--- config.mk ---
export PLATFORM = sky130hd
export DESIGN_NAME = clock_mode_controller
export DESIGN_NICKNAME = d
export VERILOG_FILES = /design/src/rtl/clock_mode_controller_pkg.sv /design/src/rtl/clock_mode_controller_bcd_wrap_inc.sv /design/src/rtl/clock_mode_controller.sv
export SDC_FILE = /design/constraint.sdc
export NUM_CORES = 1
export LEC_CHECK = 0
export BUFFER_PORTS_ARGS = -buffer_cell sky130_fd_sc_hd__buf_4
export CAP_MARGIN = 20
export CORE_ASPECT_RATIO = 0.6
export CORE_MARGIN = 10
export CORE_UTILIZATION = 48
export DETAILED_ROUTE_END_ITERATION = 8
export GPL_TIMING_DRIVEN = 0
export PLACE_DENSITY = 0.81
export SLEW_MARGIN = 20
export SYNTH_ARGS = -nofsm -noshare
export SYNTH_HDL_FRONTEND = slang
export SYNTH_SLANG_ARGS = --single-unit
--- constraint.sdc ---
create_clock -name clk -period 2.3 [get_ports clk]
set_clock_uncertainty 0.1 [all_clocks]
set_input_delay 0.115 -clock clk [delete_from_list [all_inputs] [get_ports clk]]
set_output_delay 0.115 -clock clk [all_outputs]
set_load 0.02 [all_outputs]
--- src/rtl/clock_mode_controller_pkg.sv ---
// Shared definitions for the alarm-clock mode controller.
//   state_e       : controller state, also the display-mux mode code
//   HrMaxBcd      : last valid hour value (BCD) before wrapping to 00
//   MinMaxBcd     : last valid minute value (BCD) before wrapping to 00
//   AlarmDefault  : alarm time loaded at reset, {hr, min} in BCD
package clock_mode_controller_pkg;

  typedef enum logic [2:0] {
    StRun    = 3'd0,
    StSetHr  = 3'd1,
    StSetMin = 3'd2,
    StAlHr   = 3'd3,
    StAlMin  = 3'd4
  } state_e;

  localparam logic [7:0]  HrMaxBcd     = 8'h23;
  localparam logic [7:0]  MinMaxBcd    = 8'h59;
  localparam logic [15:0] AlarmDefault = 16'h0700;

endpackage

--- src/rtl/clock_mode_controller_bcd_wrap_inc.sv ---
// Two-digit BCD incrementer with a programmable wrap point.
//   value      in  8  current value, {tens, units} BCD
//   max        in  8  last legal value; value == max wraps to 00
//   value_inc  out 8  value + 1 in BCD, or 00 on wrap
module clock_mode_controller_bcd_wrap_inc (
  input  logic [7:0] value,
  input  logic [7:0] max,
  output logic [7:0] value_inc
);

  always_comb begin
    value_inc = 8'h00;
    if (value != max) begin
      if (value[3:0] >= 4'd9) begin
        value_inc = {value[7:4] + 4'd1, 4'd0};
      end else begin
        value_inc = {value[7:4], value[3:0] + 4'd1};
      end
    end
  end

endmodule

--- src/rtl/clock_mode_controller.sv ---
// Mode sequencer for the alarm clock: gates the 1 Hz tick, issues time-set strobes,
// holds the BCD alarm time and rings the buzzer on an alarm match.
//   clk, rst                      clock, asynchronous active-high reset
//   pulse                         1-cycle 1 Hz tick
//   btn_mode, btn_inc, btn_alarm  debounced button levels
//   left/right_hr/min/sec         live BCD time
//   sec_pulse, sec_clr            gated tick and seconds clear to second_counter
//   min_inc, hr_inc               1-cycle increment strobes to the counters
//   al_left/right_hr/min          alarm time, BCD
//   mode                          current state code for the display mux
//   blink, alarm_on, buzzer       display blink, alarm armed, buzzer ringing
module clock_mode_controller
  import clock_mode_controller_pkg::*;
#(
  parameter int unsigned RING_SECS = 60
) (
  input  logic       clk,
  input  logic       rst,
  input  logic       pulse,
  input  logic       btn_mode,
  input  logic       btn_inc,
  input  logic       btn_alarm,
  input  logic [3:0] left_hr,
  input  logic [3:0] right_hr,
  input  logic [3:0] left_min,
  input  logic [3:0] right_min,
  input  logic [3:0] left_sec,
  input  logic [3:0] right_sec,
  output logic       sec_pulse,
  output logic       sec_clr,
  output logic       min_inc,
  output logic       hr_inc,
  output logic [3:0] al_left_hr,
  output logic [3:0] al_right_hr,
  output logic [3:0] al_left_min,
  output logic [3:0] al_right_min,
  output logic [2:0] mode,
  output logic       blink,
  output logic       alarm_on,
  output logic       buzzer
);

  state_e      state;
  logic [2:0]  btn_q, btn_qq;  // {alarm, mode, inc}
  logic [2:0]  edges;
  logic [7:0]  al_hr, al_min, al_hr_next, al_min_next;
  logic [7:0]  ring_cnt;
  logic        fired_q;
  logic        time_match, match;
  logic        ev_silence, ev_alarm, ev_mode, ev_inc;

  clock_mode_controller_bcd_wrap_inc u_hr_inc (
    .value     (al_hr),
    .max       (HrMaxBcd),
    .value_inc (al_hr_next)
  );

  clock_mode_controller_bcd_wrap_inc u_min_inc (
    .value     (al_min),
    .max       (MinMaxBcd),
    .value_inc (al_min_next)
  );

  always_ff @(posedge clk or posedge rst) begin
    if (rst) begin
      btn_q  <= '0;
      btn_qq <= '0;
    end else begin
      btn_q  <= {btn_alarm, btn_mode, btn_inc};
      btn_qq <= btn_q;
    end
  end

  assign edges = btn_q & ~btn_qq;

  // Any edge while ringing only silences; otherwise one event per cycle by priority.
  assign ev_silence = buzzer & (|edges);
  assign ev_alarm   = ~buzzer & edges[2];
  assign ev_mode    = ~buzzer & ~edges[2] & edges[1];
  assign ev_inc     = ~buzzer & ~edges[2] & ~edges[1] & edges[0];

  assign time_match = ({left_hr, right_hr} == al_hr) && ({left_min, right_min} == al_min) &&
                      ({left_sec, right_sec} == 8'h00);
  // fired_q holds off a second trigger until the matching second has passed.
  assign match = alarm_on & (state == StRun) & time_match & ~pulse & ~fired_q;

  always_ff @(posedge clk or posedge rst) begin
    if (rst) begin
      state    <= StRun;
      sec_clr  <= 1'b0;
      min_inc  <= 1'b0;
      hr_inc   <= 1'b0;
      al_hr    <= AlarmDefault[15:8];
      al_min   <= AlarmDefault[7:0];
      alarm_on <= 1'b0;
      buzzer   <= 1'b0;
      blink    <= 1'b0;
      ring_cnt <= '0;
      fired_q  <= 1'b0;
    end else begin
      sec_clr <= 1'b0;
      min_inc <= 1'b0;
      hr_inc  <= 1'b0;
      fired_q <= time_match & (fired_q | match);

      if (state == StRun) begin
        blink <= 1'b0;
      end else if (pulse) begin
        blink <= ~blink;
      end

      if (ev_silence) begin
        buzzer   <= 1'b0;
        ring_cnt <= '0;
      end else if (ev_alarm) begin
        alarm_on <= ~alarm_on;
      end else if (ev_mode) begin
        unique case (state)
          StRun: begin
            state   <= StSetHr;
            sec_clr <= 1'b1;
          end
          StSetHr:  state <= StSetMin;
          StSetMin: state <= StAlHr;
          StAlHr:   state <= StAlMin;
          default:  state <= StRun;
        endcase
      end else if (ev_inc) begin
        unique case (state)
          StSetHr:  hr_inc  <= 1'b1;
          StSetMin: min_inc <= 1'b1;
          StAlHr:   al_hr   <= al_hr_next;
          StAlMin:  al_min  <= al_min_next;
          default:  ;
        endcase
      end

      if (match) begin
        buzzer   <= 1'b1;
        ring_cnt <= RING_SECS[7:0];
      end else if (buzzer && pulse && !ev_silence) begin
        ring_cnt <= ring_cnt - 8'd1;
        if (ring_cnt <= 8'd1) buzzer <= 1'b0;
      end
    end
  end

  // Time keeps running in RUN and while the alarm is edited; frozen while setting time.
  assign sec_pulse    = pulse & (state != StSetHr) & (state != StSetMin);
  assign mode         = state;
  assign al_left_hr   = al_hr[7:4];
  assign al_right_hr  = al_hr[3:0];
  assign al_left_min  = al_min[7:4];
  assign al_right_min = al_min[3:0];

endmodule

# After elaboration in Yosys (flattened, before gate mapping)
# Index checks and enable logic that the tools add are counted.
# totals
reg_bits,40
inputBits,30
# classes
n_addsub,5
order_cmp,3
n_eq_ne,12
n_mux,28
bitwise,26
reduce_logical,16
# op_table
operator,count
two-way mux 8 bit,7
two-way mux 1 bit,20
"adder 4 x 1 -> 4 bit, second input constant",4
== test 8 bit,2
bitwise AND 1 bit,13
case mux 3 bit (4 select lines),1
AND reduction 6 bit,2
inverter 1 bit,10
AND reduction 5 bit,2
">= comparator 4 bit, second input constant",2
"less-or-equal comparator 8 x 1 -> 1 bit, second input constant",1
logical NOT 8 bit,1
"inequality test 8 x 6 -> 1 bit, second input constant",1
"inequality test 8 x 7 -> 1 bit, second input constant",1
"subtractor 8 x 1 -> 8 bit, second input constant",1
"== test 3 x 2 -> 1 bit, second input constant",2
logical AND 1 bit,4
"inequality test 2 bit, second input constant",2
bitwise AND 3 bit,1
"== test 3 x 1 -> 1 bit, second input constant",1
"== test 3 bit, second input constant",1
logical NOT 3 bit,1
"inequality test 3 x 1 -> 1 bit, second input constant",1
"inequality test 3 x 2 -> 1 bit, second input constant",1
other kinds (8),8

# Depth between registers and ports, before layout
# depth
ltp_word,10
mapped_depth,7
depth_no_buf,7

# Modules after synthesis
# Synthesis repeated with hierarchy kept, for this count alone.
# unflattened
cells_unflattened,262
hier_area_um2,2608.8
# by_module_without_submodules
module,instances,cells_per_inst,area_each_um2,seq_area_each_um2
clock_mode_controller,1,182,1948.1,1004.7
clock_mode_controller_bcd_wrap_inc,2,40,330.3,0.0

# Worst setup path after synthesis
# OpenSTA, ideal clock, no wires.
# synth_timing
kind,register -> register
startpoint,register buzzer
endpoint,register al_hr[7]
arrival_ps,2103
required_ps,2120
setup_slack_ps,17
path_stages_with_launch,8
n_path_buf,2
period_less_slack_ps,2283
cell_sequence,dfrtp_1 -> buf_6 -> or3b_4 -> or4_4 -> or2_1 -> buf_6 -> nor3_4 -> xor2_1
# synth_between
elab_chain_cells,5
# synth_rtl
item,line_no,source
start: declaration,clock_mode_controller.sv:40,output logic buzzer
start signal: assignment,clock_mode_controller.sv:96,buzzer <= 1'b0;
start signal: assignment,clock_mode_controller.sv:113,buzzer <= 1'b0;
start signal: assignment,clock_mode_controller.sv:139,buzzer <= 1'b1;
inverter 1 bit,"clock_mode_controller.sv:78, clock_mode_controller.sv:79, clock_mode_controller.sv:80",
bitwise AND 1 bit,"clock_mode_controller.sv:79, clock_mode_controller.sv:80",
bitwise AND 1 bit (on tied branches),"clock_mode_controller.sv:80, clock_mode_controller.sv:79",
bitwise AND 1 bit or inverter 1 bit (tied branches),-,
AND reduction 6 bit (no source line) *,-,
end signal: assignment,clock_mode_controller.sv:93,al_hr <= AlarmDefault[15:8];
end signal: assignment,clock_mode_controller.sv:132,StAlHr: al_hr <= al_hr_next;
end: declaration,clock_mode_controller.sv:46,"logic [7:0] al_hr, al_min, al_hr_next, al_min_next;"
# Mark *: on every way between the ends. The rest lies on a longest branch, timed or not.
# A chain may end at the register's enable or synchronous reset.

# Final worst setup path
# layout_timing
startpoint,"register state[0], in the netlist mode[0]"
endpoint,register al_min[0]
# layout_between
elab_chain_cells,2
# layout_rtl
item,line_no,source
start: declaration,clock_mode_controller.sv:43,state_e state;
start signal: assignment,clock_mode_controller.sv:89,state <= StRun;
start signal: assignment,clock_mode_controller.sv:120,state <= StSetHr;
start signal: assignment,clock_mode_controller.sv:123,StSetHr: state <= StSetMin;
== test 3 bit,clock_mode_controller.sv:129,unique case (state)
AND reduction 5 bit (no source line),-,
end signal: assignment,clock_mode_controller.sv:94,al_min <= AlarmDefault[7:0];
end signal: assignment,clock_mode_controller.sv:133,StAlMin: al_min <= al_min_next;
end: declaration,clock_mode_controller.sv:46,
# Every way passes these cells.

==> qor.json <==
{
  "outcome": {
    "result_of_the_run": "complete, no violations"
  },
  "finish": {
    "num-nets-final": 342,
    "post_route_cells_drive_above_1_share": 0.2990,
    "insertedDiodeCount": 0,
    "finish.cell_count_without_fillers": 364,
    "final_cell_area_um2": 2963,
    "syn_to_final_growth_pct": 32.36,
    "utilization": 0.6525
  },
  "critical_path": {
    "crit_path_cell_trace": "buf_2 -> or3b_2 -> or4_4 -> or3_1 -> o21ai_0",
    "timing.setup.critical_path_class": "reg2reg",
    "timing.critical_path.max_delay_family": "simple AND/OR/NAND/NOR gates",
    "crit_arrival_ns": 2.32,
    "critical-path-max-stage-delay_ns": 0.53,
    "end_kind": "register",
    "timing.critical_path.buf_inv": 1,
    "crit_fanout": 10,
    "start_kind": "register",
    "critPathRequiredTime_ns": 2.42,
    "cp_slowest_cell": "sky130_fd_sc_hd__or3b_2"
  },
  "floorplanning": {
    "floorplan.die_area_um2": 7884,
    "ios": 56,
    "area_of_the_placeable_core_um2": 4541,
    "floorplan.rows": 19,
    "die_w_um": 108.2,
    "die_y_um": 72.90,
    "initial_core_util": 0.4930
  },
  "power_and_ir_drop": {
    "power_density_nw_per_um2": 710.6,
    "power.static_leakage_nw": 1.400,
    "vdd_drop_max_v": 0.0004894
  },
  "sta": {
    "worst_slew_pin_slew_ns": 0.4566,
    "max_slew_margin": 0.6950,
    "final_max_slew_viol_count": 0,
    "finalWorstPathRequiredPeriod_ns": 2.196,
    "finalSetupViolCount": 0,
    "finalWorstSetupSlack_ns": 0.1044,
    "layout_worst_path_cycle_share": 0.9546,
    "timing.final.hold_violations": 0,
    "f_max_mhz": 455.5
  },
  "synth": {
    "synthesis.nets": 270,
    "syn-instance-count": 228,
    "async_sr_flop_fraction": 1.000,
    "synth.area.top_cells": "sky130_fd_sc_hd__dfrtp_1 41%, sky130_fd_sc_hd__ha_1 6.7%, sky130_fd_sc_hd__xor2_1 5.9%",
    "synth_cell_type_count": 43,
    "yosys_warnings": 0,
    "yosysTopAreaCellShare": 0.4136,
    "synth_top_cell_by_area": "sky130_fd_sc_hd__dfrtp_1",
    "synthFlopType": "sky130_fd_sc_hd__dfrtp_1",
    "synth_edf_count": 0,
    "synth_register_bits": 40,
    "syn-cell-area_um2": 2238,
    "synthesis.area_per_instance_um2": 9.818,
    "synth_sequential_area_ratio": 0.4489
  },
  "clocking": {
    "cts_root_buffer": "sky130_fd_sc_hd__clkbuf_8",
    "clock_latency_on_the_worst_skew_pair_ns": 0.30,
    "cts_inserted_buffers": 5,
    "clock_tree.buffer_depth": 2,
    "cts_tree": "done",
    "cts-htree-levels": 2,
    "count_of_clock_tree_sinks": 40,
    "cts.reportedPaths.clkPinSlew_ns": 0.09
  },
  "detailed_routing": {
    "via_count": 1937,
    "routed_wl_um": 5644,
    "route.detailed.drc": 0,
    "drt-pass1-iter-count": 4,
    "drt_antenna_net_count": 0,
    "drt_first_iter_violations": 133,
    "avgRoutedWirePerCell_um": 15.51,
    "post_drt_via_cell_ratio": 5.321
  },
  "global_route": {
    "grt_first_pass_wirelength_um": 9377,
    "grt_pass1_vias": 1922,
    "grt_antenna_before_repair": 0,
    "grt_start_max_net_pins": 27,
    "globalRoute.totalOverflow": 0,
    "grt.total_usage": 0.1472
  },
  "place": {
    "placed_cells": 346,
    "i_o_buffers": 54,
    "placement.cell_area_um2": 2743,
    "hpwlAfterDp_um": 4232,
    "place_congestion": 0.8198,
    "dpl_worst_slack_ns": -0.1722
  },
  "job": {
    "reported_max_cap_violation_count": 0
  },
  "min_path": {
    "hold_class": "in2reg"
  }
}
==> state kept, by name (all words and copies together) (netlist names) <==
register and count:
alarm_on 1, blink 1, min_inc 1, hr_inc 1, al_min 8, fired_q 1, al_hr 8, ring_cnt 8
btn_qq 3, buzzer 1, sec_clr 1, btn_q 3, mode 3
==> per-stage QoR <==
stage	total power [mW]	setup TNS (ns)	hold WS [ns]
2_1_floorplan	1.247	0	0.04643
3_3_place_gp	1.481	-0.8700	0.1247
3_5_place_dp	1.509	-1.508	0.007949
4_1_cts	2.114	0	0.07832
5_1_grt	2.224	-0.004363	0.09139
6_report	2.105	0	0.07552
==> worst register-to-register path: cells and delay by family, from the launching register on <==
kind	cells	cell delay (ns)
AO/OA/AOI/OAI	1	0.09
flip-flops	1	0.39
buffers and inverters	1	0.19
AND/OR/NAND/NOR	3	1.34
==> Yosys cell counts, types with 3 or more instances <==
| cell | number |
|---|---|
| sky130_fd_sc_hd__a21oi_1 | 6 |
| sky130_fd_sc_hd__a221o_1 | 3 |
| sky130_fd_sc_hd__dfrtp_1 | 37 |
| sky130_fd_sc_hd__dfstp_2 | 3 |
| sky130_fd_sc_hd__ha_1 | 12 |
| sky130_fd_sc_hd__inv_1 | 14 |
| sky130_fd_sc_hd__nand2_1 | 16 |
| sky130_fd_sc_hd__nand2b_1 | 8 |
| sky130_fd_sc_hd__nand3_1 | 10 |
| sky130_fd_sc_hd__nor2_1 | 20 |
| sky130_fd_sc_hd__nor2b_1 | 5 |
| sky130_fd_sc_hd__nor3_1 | 6 |
| sky130_fd_sc_hd__nor4_1 | 7 |
| sky130_fd_sc_hd__o21ai_0 | 17 |
| sky130_fd_sc_hd__o31ai_1 | 6 |
| sky130_fd_sc_hd__xnor2_1 | 7 |
| sky130_fd_sc_hd__xor2_1 | 15 |
==> where the power goes <==
| group | internal [mW] | total [mW] | switching (mW) | leakage (nW) |
|---|---|---|---|---|
| sequential | 0.787 | 0.904 | 0.117 | 0.525 |
| combinational | 0.275 | 0.601 | 0.326 | 0.820 |
| clock | 0.327 | 0.601 | 0.274 | 0.0548 |
==> cell families (layout without fill, tap and decap cells) <==
logic type,count (synthesis),count (layout),share of synthesized area
XOR/XNOR,22,22,0.08608
buffers and inverters,20,93,0.04136
AO/OA/AOI/OAI,42,42,0.1202
multiplexers,1,1,0.005030
adder cells (fa/ha/maj),12,12,0.06707
flip-flops,40,40,0.4489
AND/OR/NAND/NOR,91,91,0.2314
==> layer usage <==
metal	wire length (um)	global-route usage	vias to the layer above
met5	0	0	-
met2	2640	0.2253	50
li1	-	-	944
met1	2552	0.1897	935
met4	61	0.04720	0
met3	390	0.05203	8
==> final cells by class <==
class	count	area, um2
inverters	14	52.55
clock inverters	3	46.29
well taps	63	78.83
plain buffers	4	25.02
flip-flops and latches	40	1005
repair buffers	67	525.5
clock buffers	5	68.82
multi-input cells	168	1161
fillers	372	1578
==> worst paths after layout <==
kind,start,end,slack (ns),cells after the start
max in group asynchronous,rst,al_hr[2],1.34,4
min,right_sec[2],fired_q,0.08,4
min reg2reg,btn_q[1],btn_qq[1],0.31,0
min in group asynchronous,rst,sec_clr,0.23,3
max reg2reg,mode[0],al_min[0],0.10,5
max,mode[0],al_min[0],0.10,5
==> placed cells by master, fill, tap and decap left out, types with 3 or more instances in the layout <==
| master | instances |
|---|---|
| sky130_fd_sc_hd__dfrtp_1 | 37 |
| sky130_fd_sc_hd__buf_4 | 62 |
| sky130_fd_sc_hd__xnor2_1 | 7 |
| sky130_fd_sc_hd__clkbuf_8 | 5 |
| sky130_fd_sc_hd__nor2_1 | 19 |
| sky130_fd_sc_hd__a221o_1 | 3 |
| sky130_fd_sc_hd__o31ai_1 | 6 |
| sky130_fd_sc_hd__a21oi_1 | 6 |
| sky130_fd_sc_hd__dlygate4sd3_1 | 4 |
| sky130_fd_sc_hd__nor4_1 | 7 |
| sky130_fd_sc_hd__dfstp_2 | 3 |
| sky130_fd_sc_hd__xor2_1 | 15 |
| sky130_fd_sc_hd__inv_1 | 13 |
| sky130_fd_sc_hd__o21ai_0 | 17 |
| sky130_fd_sc_hd__ha_1 | 12 |
| sky130_fd_sc_hd__nor3_1 | 6 |
| sky130_fd_sc_hd__nand3_1 | 10 |
| sky130_fd_sc_hd__nor2b_1 | 5 |
| sky130_fd_sc_hd__nand2_1 | 15 |
| sky130_fd_sc_hd__nand2b_1 | 8 |
==> timing repair <==
| action | CTS | global route |
|---|---|---|
| pin swaps | 5 | 4 |
| setup buffers | 5 | 3 |
| endpoints found under the hold margin | 40 | 0 |
| hold buffers | 4 | 0 |
| endpoints found under the setup margin | 12 | 18 |
| gates resized for setup | 3 | 3 |
(Power assumes the default switching activity.)
